<file path="config.mk">
export PLATFORM = sky130hd
export DESIGN_NAME = imem_loader_flat
export DESIGN_NICKNAME = d
export VERILOG_FILES = /design/src/rtl/imem_loader_if.sv /design/src/rtl/imem_loader.sv /design/src/flat_wrapper.sv
export SDC_FILE = /design/constraint.sdc
export NUM_CORES = 1
export LEC_CHECK = 0
export BUFFER_PORTS_ARGS = -buffer_cell sky130_fd_sc_hd__buf_2
export CORE_MARGIN = 2
export CORE_UTILIZATION = 30
export DETAILED_ROUTE_END_ITERATION = 8
export PLACE_DENSITY_LB_ADDON = 0.3
export SETUP_SLACK_MARGIN = 0.1
export SYNTH_ARGS = -nofsm -noshare
export SYNTH_HDL_FRONTEND = slang
export SYNTH_SLANG_ARGS = --single-unit
</file>
<file path="constraint.sdc">
create_clock -name clk -period 2.7 [get_ports clk]
set_clock_uncertainty 0.05 [all_clocks]
set_input_delay 0.135 -clock clk [delete_from_list [all_inputs] [get_ports clk]]
set_output_delay 0.135 -clock clk [all_outputs]
set_load 0.02 [all_outputs]
</file>
<file path="src/rtl/imem_loader_if.sv">
// Byte-stream input and IMEM write / core-control outputs of the boot loader.
// slave is the loader's view; master is the stream source / observer view.
interface imem_loader_if #(
   parameter int unsigned ADDR_W = 10
);
   logic              in_valid;
   logic [7:0]        in_data;
   logic              in_ready;
   logic              imem_we;
   logic [ADDR_W-1:0] imem_waddr;
   logic [31:0]       imem_wdata;
   logic              core_rst_n;
   logic              done;
   logic              err;
   logic [ADDR_W:0]   words_loaded;

   modport master (
      output in_valid,
      output in_data,
      input  in_ready,
      input  imem_we,
      input  imem_waddr,
      input  imem_wdata,
      input  core_rst_n,
      input  done,
      input  err,
      input  words_loaded
   );

   modport slave (
      input  in_valid,
      input  in_data,
      output in_ready,
      output imem_we,
      output imem_waddr,
      output imem_wdata,
      output core_rst_n,
      output done,
      output err,
      output words_loaded
   );
endinterface

</file>
<file path="src/rtl/imem_loader.sv">
// Boot-time loader: length header then little-endian 32-bit words into IMEM,
// holding the core in reset until the declared word count has been written.
module imem_loader #(
   parameter int unsigned ADDR_W    = 10,
   parameter int unsigned MAX_WORDS = 1024
) (
   input logic          clk,
   input logic          rst,
   imem_loader_if.slave bus
);

   localparam logic [1:0] StHdr  = 2'd0;
   localparam logic [1:0] StLoad = 2'd1;
   localparam logic [1:0] StDone = 2'd2;
   localparam logic [1:0] StErr  = 2'd3;

   logic [1:0]        state_q, state_d;
   logic [1:0]        lane_q, lane_d;
   logic [23:0]       word_q, word_d;
   logic [ADDR_W:0]   len_q, len_d;
   logic              in_ready_q, in_ready_d;
   logic              we_q, we_d;
   logic [ADDR_W-1:0] waddr_q, waddr_d;
   logic [31:0]       wdata_q, wdata_d;
   logic              core_rst_n_q, core_rst_n_d;
   logic              done_q, done_d;
   logic              err_q, err_d;
   logic [ADDR_W:0]   cnt_q, cnt_d;

   logic              xfer;
   logic [31:0]       full_word;
   logic [ADDR_W:0]   cnt_inc;

   assign xfer      = bus.in_valid & in_ready_q;
   // Only valid when the current byte is lane 3.
   assign full_word = {bus.in_data, word_q};
   assign cnt_inc   = cnt_q + (ADDR_W+1)'(1);

   always_comb begin
      state_d      = state_q;
      lane_d       = lane_q;
      word_d       = word_q;
      len_d        = len_q;
      in_ready_d   = in_ready_q;
      we_d         = 1'b0;
      waddr_d      = waddr_q;
      wdata_d      = wdata_q;
      core_rst_n_d = core_rst_n_q;
      done_d       = done_q;
      err_d        = err_q;
      cnt_d        = cnt_q;

      if (xfer && (state_q == StHdr || state_q == StLoad)) begin
         lane_d = lane_q + 2'd1;
         case (lane_q)
            2'd0:    word_d[7:0]   = bus.in_data;
            2'd1:    word_d[15:8]  = bus.in_data;
            2'd2:    word_d[23:16] = bus.in_data;
            default: word_d        = word_q;
         endcase
      end

      case (state_q)
         StHdr: begin
            in_ready_d = 1'b1;
            if (xfer && lane_q == 2'd3) begin
               if (full_word == 32'd0) begin
                  state_d    = StDone;
                  in_ready_d = 1'b0;
               end else if (full_word > MAX_WORDS) begin
                  state_d    = StErr;
                  in_ready_d = 1'b0;
                  err_d      = 1'b1;
               end else begin
                  state_d = StLoad;
                  len_d   = full_word[ADDR_W:0];
               end
            end
         end
         StLoad: begin
            in_ready_d = 1'b1;
            if (xfer && lane_q == 2'd3) begin
               we_d    = 1'b1;
               waddr_d = cnt_q[ADDR_W-1:0];
               wdata_d = full_word;
               cnt_d   = cnt_inc;
               if (cnt_inc == len_q) begin
                  state_d    = StDone;
                  in_ready_d = 1'b0;
               end
            end
         end
         StDone: begin
            // Release lands one cycle after the final write strobe.
            in_ready_d   = 1'b0;
            done_d       = 1'b1;
            core_rst_n_d = 1'b1;
         end
         default: begin
            in_ready_d   = 1'b0;
            err_d        = 1'b1;
            core_rst_n_d = 1'b0;
         end
      endcase
   end

   always_ff @(posedge clk or posedge rst) begin
      if (rst) begin
         state_q      <= StHdr;
         lane_q       <= 2'd0;
         word_q       <= 24'd0;
         len_q        <= '0;
         in_ready_q   <= 1'b0;
         we_q         <= 1'b0;
         waddr_q      <= '0;
         wdata_q      <= 32'd0;
         core_rst_n_q <= 1'b0;
         done_q       <= 1'b0;
         err_q        <= 1'b0;
         cnt_q        <= '0;
      end else begin
         state_q      <= state_d;
         lane_q       <= lane_d;
         word_q       <= word_d;
         len_q        <= len_d;
         in_ready_q   <= in_ready_d;
         we_q         <= we_d;
         waddr_q      <= waddr_d;
         wdata_q      <= wdata_d;
         core_rst_n_q <= core_rst_n_d;
         done_q       <= done_d;
         err_q        <= err_d;
         cnt_q        <= cnt_d;
      end
   end

   assign bus.in_ready     = in_ready_q;
   assign bus.imem_we      = we_q;
   assign bus.imem_waddr   = waddr_q;
   assign bus.imem_wdata   = wdata_q;
   assign bus.core_rst_n   = core_rst_n_q;
   assign bus.done         = done_q;
   assign bus.err          = err_q;
   assign bus.words_loaded = cnt_q;

endmodule

</file>
<file path="src/flat_wrapper.sv">
// flat-port wrapper written by rule: the top's interface ports become plain ports
module imem_loader_flat 
#(
   parameter int unsigned ADDR_W    = 10,
   parameter int unsigned MAX_WORDS = 1024
)
  (clk, rst, bus_in_valid, bus_in_data, bus_in_ready, bus_imem_we, bus_imem_waddr, bus_imem_wdata, bus_core_rst_n, bus_done, bus_err, bus_words_loaded);
  imem_loader_if #(.ADDR_W(ADDR_W)) bus_i ();
  input logic clk;
  input logic rst;
  input wire logic [$bits(bus_i.in_valid)-1:0] bus_in_valid;
  input wire logic [$bits(bus_i.in_data)-1:0] bus_in_data;
  output wire logic [$bits(bus_i.in_ready)-1:0] bus_in_ready;
  output wire logic [$bits(bus_i.imem_we)-1:0] bus_imem_we;
  output wire logic [$bits(bus_i.imem_waddr)-1:0] bus_imem_waddr;
  output wire logic [$bits(bus_i.imem_wdata)-1:0] bus_imem_wdata;
  output wire logic [$bits(bus_i.core_rst_n)-1:0] bus_core_rst_n;
  output wire logic [$bits(bus_i.done)-1:0] bus_done;
  output wire logic [$bits(bus_i.err)-1:0] bus_err;
  output wire logic [$bits(bus_i.words_loaded)-1:0] bus_words_loaded;
  assign bus_i.in_valid = bus_in_valid;
  assign bus_i.in_data = bus_in_data;
  assign bus_in_ready = bus_i.in_ready;
  assign bus_imem_we = bus_i.imem_we;
  assign bus_imem_waddr = bus_i.imem_waddr;
  assign bus_imem_wdata = bus_i.imem_wdata;
  assign bus_core_rst_n = bus_i.core_rst_n;
  assign bus_done = bus_i.done;
  assign bus_err = bus_i.err;
  assign bus_words_loaded = bus_i.words_loaded;
  imem_loader #(.ADDR_W(ADDR_W), .MAX_WORDS(MAX_WORDS)) u_core (.clk(clk), .rst(rst), .bus(bus_i));
endmodule
</file>
# [Word level (Yosys, flattened, before mapping)]
# Index checks and enable logic that the tools add are counted.
[totals] regBits=97 inputBits=11
[classes] n_addsub=2 magnitude_cmp=1 n_eq_ne=11 n_mux=19 n_bitwise=4 n_reduce_logical=16
[ops] cell="$gt 32x11->1 const B" n=1
[ops] cell="$logic_not 32->1" n=1
[ops] cell="$reduce_and 4->1" n=3
[ops] cell="$add 11x1->11 const B" n=1
[ops] cell="$eq 11x11->1" n=1
[ops] cell="$mux 1" n=10
[ops] cell="$mux 2" n=5
[ops] cell="$ne 2x2->1 const B" n=5
[ops] cell="$reduce_and 2->1" n=4
[ops] cell="$eq 2x2->1 const B" n=3
[ops] cell="$pmux 1 s2" n=3
[ops] cell="$eq 2x1->1 const B" n=2
[ops] cell="$logic_not 2->1" n=2
[ops] cell="$pmux 2 s2" n=1
[ops] cell="$reduce_or 2->1" n=2
[ops] cell="$not 1->1" n=3
[ops] cell="$add 2x1->2 const B" n=1
[ops] cell="$logic_and 1x1->1" n=2
[ops] cell="$reduce_bool 2->1" n=1
[ops] cell="$and 1x1->1" n=1
[ops] cell="$logic_or 1x1->1" n=1

# [Longest topological paths before layout]
[depth] ltp_word=5 ltp_mapped=8

# [Worst setup path before layout]
# Ideal clock, no wire load.
[synth_timing] kind="reg-to-reg" start="register u_core.word_q[22]" end="register u_core.len_q[0]" setup_ns=0.125 arrival_ns=1.829 required_ns=2.525 path_slack_ns=0.696 stages_incl_launch_ff=6 synth_period_minus_slack_ns=2.004 path_cell_list="dfrtp_1 > or4_4 > nor4_4 > nand4_2 > buf_6 > mux2_4"
[synth_via] elab_chain_len=3
[synth_lines] element="from (decl)" line_no="imem_loader.sv:19" rtl="logic [23:0] word_q, word_d;"
[synth_lines] element="from (signal assigned)" line_no="imem_loader.sv:124" rtl="word_q <= word_d;"
[synth_lines] element="$gt 32x11->1 / $logic_not 32->1 (equally long branches)" line_no="imem_loader.sv:70, imem_loader.sv:67"
[synth_lines] element="$not 1->1 (no line)"
[synth_lines] element="$reduce_and 4->1 (no line) *"
[synth_lines] element="to (signal assigned)" line_no="imem_loader.sv:125" rtl="len_q <= len_d;"
[synth_lines] element="to (decl)" line_no="imem_loader.sv:20" rtl="logic [ADDR_W:0] len_q, len_d;"
# Every way passes the cells marked *; elsewhere a longest branch is shown, timed or not.
# A chain may end at the register's enable or synchronous reset.

# [Worst setup path in the final report]
[layout_timing] start="register u_core.word_q[22]" end="register u_core.len_q[3]"
# Same word-level chain as after synthesis.

==> impl_results.md <==
* Max Cap Viol at 0
* Initial drt markers at 121
* # diodes at 0
* Reg clk slew, reported paths at 0.07 ns
* RSZ-0062 raised after global routing: no
* Pin count of the biggest net entering global routing at 51
* Pwr per Cell Area at 1060 nW/µm²
* Crit path DAT at roughly 2.5 ns
* Setup crit end kind: flop
* Worst Min Path Start: bus_in_data[2]
* Total Wirelength at slightly above 9000 µm
* Comb pwr share at 33.1%
* Synth area leaders: dfrtp_1 (57%), nand2_1 (13%), mux2_2 (7.2%), xnor2_1 (3.5%), mux2_4 (3.2%)
* Worst R2R Setup Slack at around 0.36 ns
* Tmin final at 2.34 ns
* Initial Util at 30.5%
* FMAX at ~430 MHz
* Area of the core at 13,800 µm²
* Initial antenna violation count at 0
* Via/cell ratio at about 4.5
* Nets@finish at 486
* I/O Pins at 69
* Vias in the first global route at 2,965
* Post-CTS sizing at 0
* Layout area overhead at 20.6%
* Clock power frac at between 20% and 30%
* Unique masters post-synth at 36
* Post-DP HPWL at 6770 µm
* Worst Setup Start Kind: flop
* Seq/Total Area, Yosys at a little under three fifths
* Worst VDD drop at 0.000442 V
* Share of post-route cells with drive strength above 1 at 28.8%
* GP Congestion at 0.785
* Slew margin rel. at between 40% and 50%
* Crit path largest cell delay at 0.56 ns
* P_leak at between 0.002 and 0.003 µW
* Cells after Synth at a little under 400
* #FFs+latches synth at 97
* Total CTS buffers at 9
* Final Cell Area at 5090 µm²
* R2R Path End: u_core.len_q[3]$_DFFE_PP0P_
* Drt first pass iters at 4
* Internal at around 3400 µW
* Fraction of power consumed by sequential logic at 43.3%
* GR Overflow Total at 0
* WL per Instance at 14.3 µm
* Final antenna-violating net count at 0
* Setup TNS at 0 ns
* Reg2reg start: u_core.word_q[22]$_DFFE_PP0P_
* CTS tree: built
* Worst EP required at approximately 2.9 ns
* Asr flop ratio synth at 100%
* Port buffer count at 68
* P_sw at a little over 2000 µW
* Die footprint at roughly 15,000 µm²
* Clock latency on the worst-skew pair at 0.35 ns
* Vias at 2,935
* Detailed-route DRC error count at 0
* CP Class: flop to flop
* YS warnings at 0
* Final Max Slew Viols at 0
* Slowest cell on crit path: or4_4
* Chip height at 123 µm
* Post-Syn Area per Cell at 10.7 µm²
* Final hold violations at 0
* Max Fanout on Critical Path at 12
* Yosys top cell area share at a little under three fifths
* H-tree level count at 3
* Total GRT Usage at 13.7%
* Rows at 43
* HP Class: input pin to flop
* Setup-failing EPs final at 0
* CTS sink count at 97
* Hold EP: u_core.bus.imem_wdata[26]$_DFFE_PP0P_
* Post-DP Area at 4790 µm²
* WHS Path Cells at 3
* Switch share at 37.7%
* Clock root cell: clkbuf_16
* First-pass GRT wire length at 15,600 µm
* Max Buffers Root-to-Sink at 2
* R2R depth at 4
* EDFF count, synth at 0
* Biggest area consumer among synthesized cells: dfrtp_1
* Worst slew pin tran at ~0.79 ns
* Worst-path cell chain: or4_4 > nor4_4 > nand4_2 > mux2_4
* Post-Syn Nets at 415
* Synthesized area at 4220 µm²
* Tcrit/Tclk final at around 87%
* Status: finished, final reports clean
* Main synth FF type: dfrtp_1
* Die width at 123 µm
[stage by stage]
step | util, % | instances | hold slack, ns | setup WS (ns) | power (µW)
after global routing | 36.8 | 652 | 0.0225 | 0.231 | 5810
after floorplan | - | 396 | 0.190 | 0.696 | 3560
after CTS | 36.8 | 652 | 0.0111 | 0.355 | 5490
after detailed placement | 34.6 | 635 | 0.281 | 0.367 | 4190
after global placement | 34.6 | 635 | 0.261 | 0.409 | 4140
final | 36.8 | 652 | 0.0151 | 0.358 | 5410
[sequential cells by signal, indices dropped and copies added, names as in the netlist]
register and flops:
u_core.bus.imem_wdata 32, u_core.word_q 24, u_core.bus.err 1, u_core.bus.done 1, u_core.bus.core_rst_n 1, u_core.bus.in_ready 1
u_core.bus.imem_we 1, u_core.state_q 2, u_core.bus.words_loaded 11, u_core.bus.imem_waddr 10, u_core.len_q 11, u_core.lane_q 2
[Yosys cell counts, types with 2 or more instances]
| cell type | n |
|---|---|
| mux2_4 | 9 |
| nor2b_1 | 2 |
| or2_2 | 2 |
| nand2_1 | 145 |
| nor3_1 | 4 |
| nand4_1 | 3 |
| buf_1 | 2 |
| ha_1 | 8 |
| inv_1 | 6 |
| xnor2_1 | 17 |
| dfrtp_1 | 97 |
| o21ai_0 | 6 |
| clkbuf_1 | 12 |
| a31o_2 | 3 |
| nand3_1 | 8 |
| xor2_1 | 11 |
| mux2_2 | 27 |
| a21oi_1 | 2 |
| nor2_1 | 11 |
| nor4_1 | 5 |
[per-layer routing]
| metal | GRT usage, % | part of all wire (%) | up-vias |
|---|---|---|---|
| met1 | 18.2 | 47 | 1404 |
| met3 | 4.28 | 5.1 | 18 |
| met4 | 5.68 | 2.0 | 0 |
| met2 | 20.8 | 46 | 71 |
| met5 | 0 | 0 | - |
| li1 | - | - | 1442 |
[cell usage in the layout, fill, tap and decap left out, types with 3 or more instances in the layout]
| cell type | instances |
|---|---|
| a31o_2 | 3 |
| dfrtp_1 | 97 |
| nand4_1 | 3 |
| clkbuf_16 | 9 |
| clkinvlp_4 | 5 |
| xnor2_1 | 17 |
| o21ai_0 | 6 |
| nand2_1 | 145 |
| nor3_1 | 4 |
| ha_1 | 8 |
| buf_4 | 5 |
| nand3_1 | 8 |
| inv_1 | 5 |
| mux2_4 | 9 |
| nor2_1 | 11 |
| xor2_1 | 11 |
| mux2_2 | 27 |
| nor4_1 | 5 |
| buf_2 | 68 |
[final cells by class]
cell class / instances / area, µm²
Clock buffer: 10 / 229
Clock inverter: 6 / 68.8
Fill cell: 1336 / 8730
Inverter: 7 / 30.0
Multi-Input combinational cell: 277 / 1710
Sequential cell: 97 / 2430
Tap cell: 180 / 225
Timing Repair Buffer: 75 / 408
[power groups by stage]
stage               logic [µW]  clock network [µW]  registers [µW]
detailed placement        1820                   0            2370
CTS                       1830                1310            2350
global route              2000                1380            2430
floorplan                  946                   0            2610
global placement          1790                   0            2360
finish                    1790                1280            2350
[cells by family (layout without fill, tap and decap cells)]
group / count (synthesis) / count (layout) / synth area share, %
simple gates: 188 / 188 / 19.1
xor+xnor: 28 / 28 / 5.81
buf+inv: 22 / 98 / 2.13
mux: 37 / 37 / 10.6
flops: 97 / 97 / 57.5
fa+ha+maj: 8 / 8 / 2.37
compound gates: 16 / 16 / 2.52
[critical path, delay by kind of cell (launching register included)]
family,cells,cell delay (ns)
flops,1,0.41
simple gates,3,1.33
mux,1,0.44
[repair_timing]
action / 4_1_cts / 5_1_grt
setup buffers: 0 / 0
hold endpoints to repair: 32 / 0
setup endpoints to repair: 0 / 0
hold buffers: 1 / 0
[how the worst max path moves through the flow]
stage	startpoint	to
CTS	u_core.word_q[22]$_DFFE_PP0P_	u_core.len_q[3]$_DFFE_PP0P_
finish	u_core.word_q[22]$_DFFE_PP0P_	u_core.len_q[3]$_DFFE_PP0P_
global route	u_core.bus.words_loaded[0]$_DFFE_PP0P_	u_core.state_q[0]$_DFFE_PP0P_
detailed placement	u_core.word_q[22]$_DFFE_PP0P_	u_core.len_q[3]$_DFFE_PP0P_
global placement	u_core.word_q[22]$_DFFE_PP0P_	u_core.len_q[1]$_DFFE_PP0P_
floorplan	u_core.word_q[22]$_DFFE_PP0P_	u_core.len_q[0]$_DFFE_PP0P_
Power figures use the tool's default switching activity.
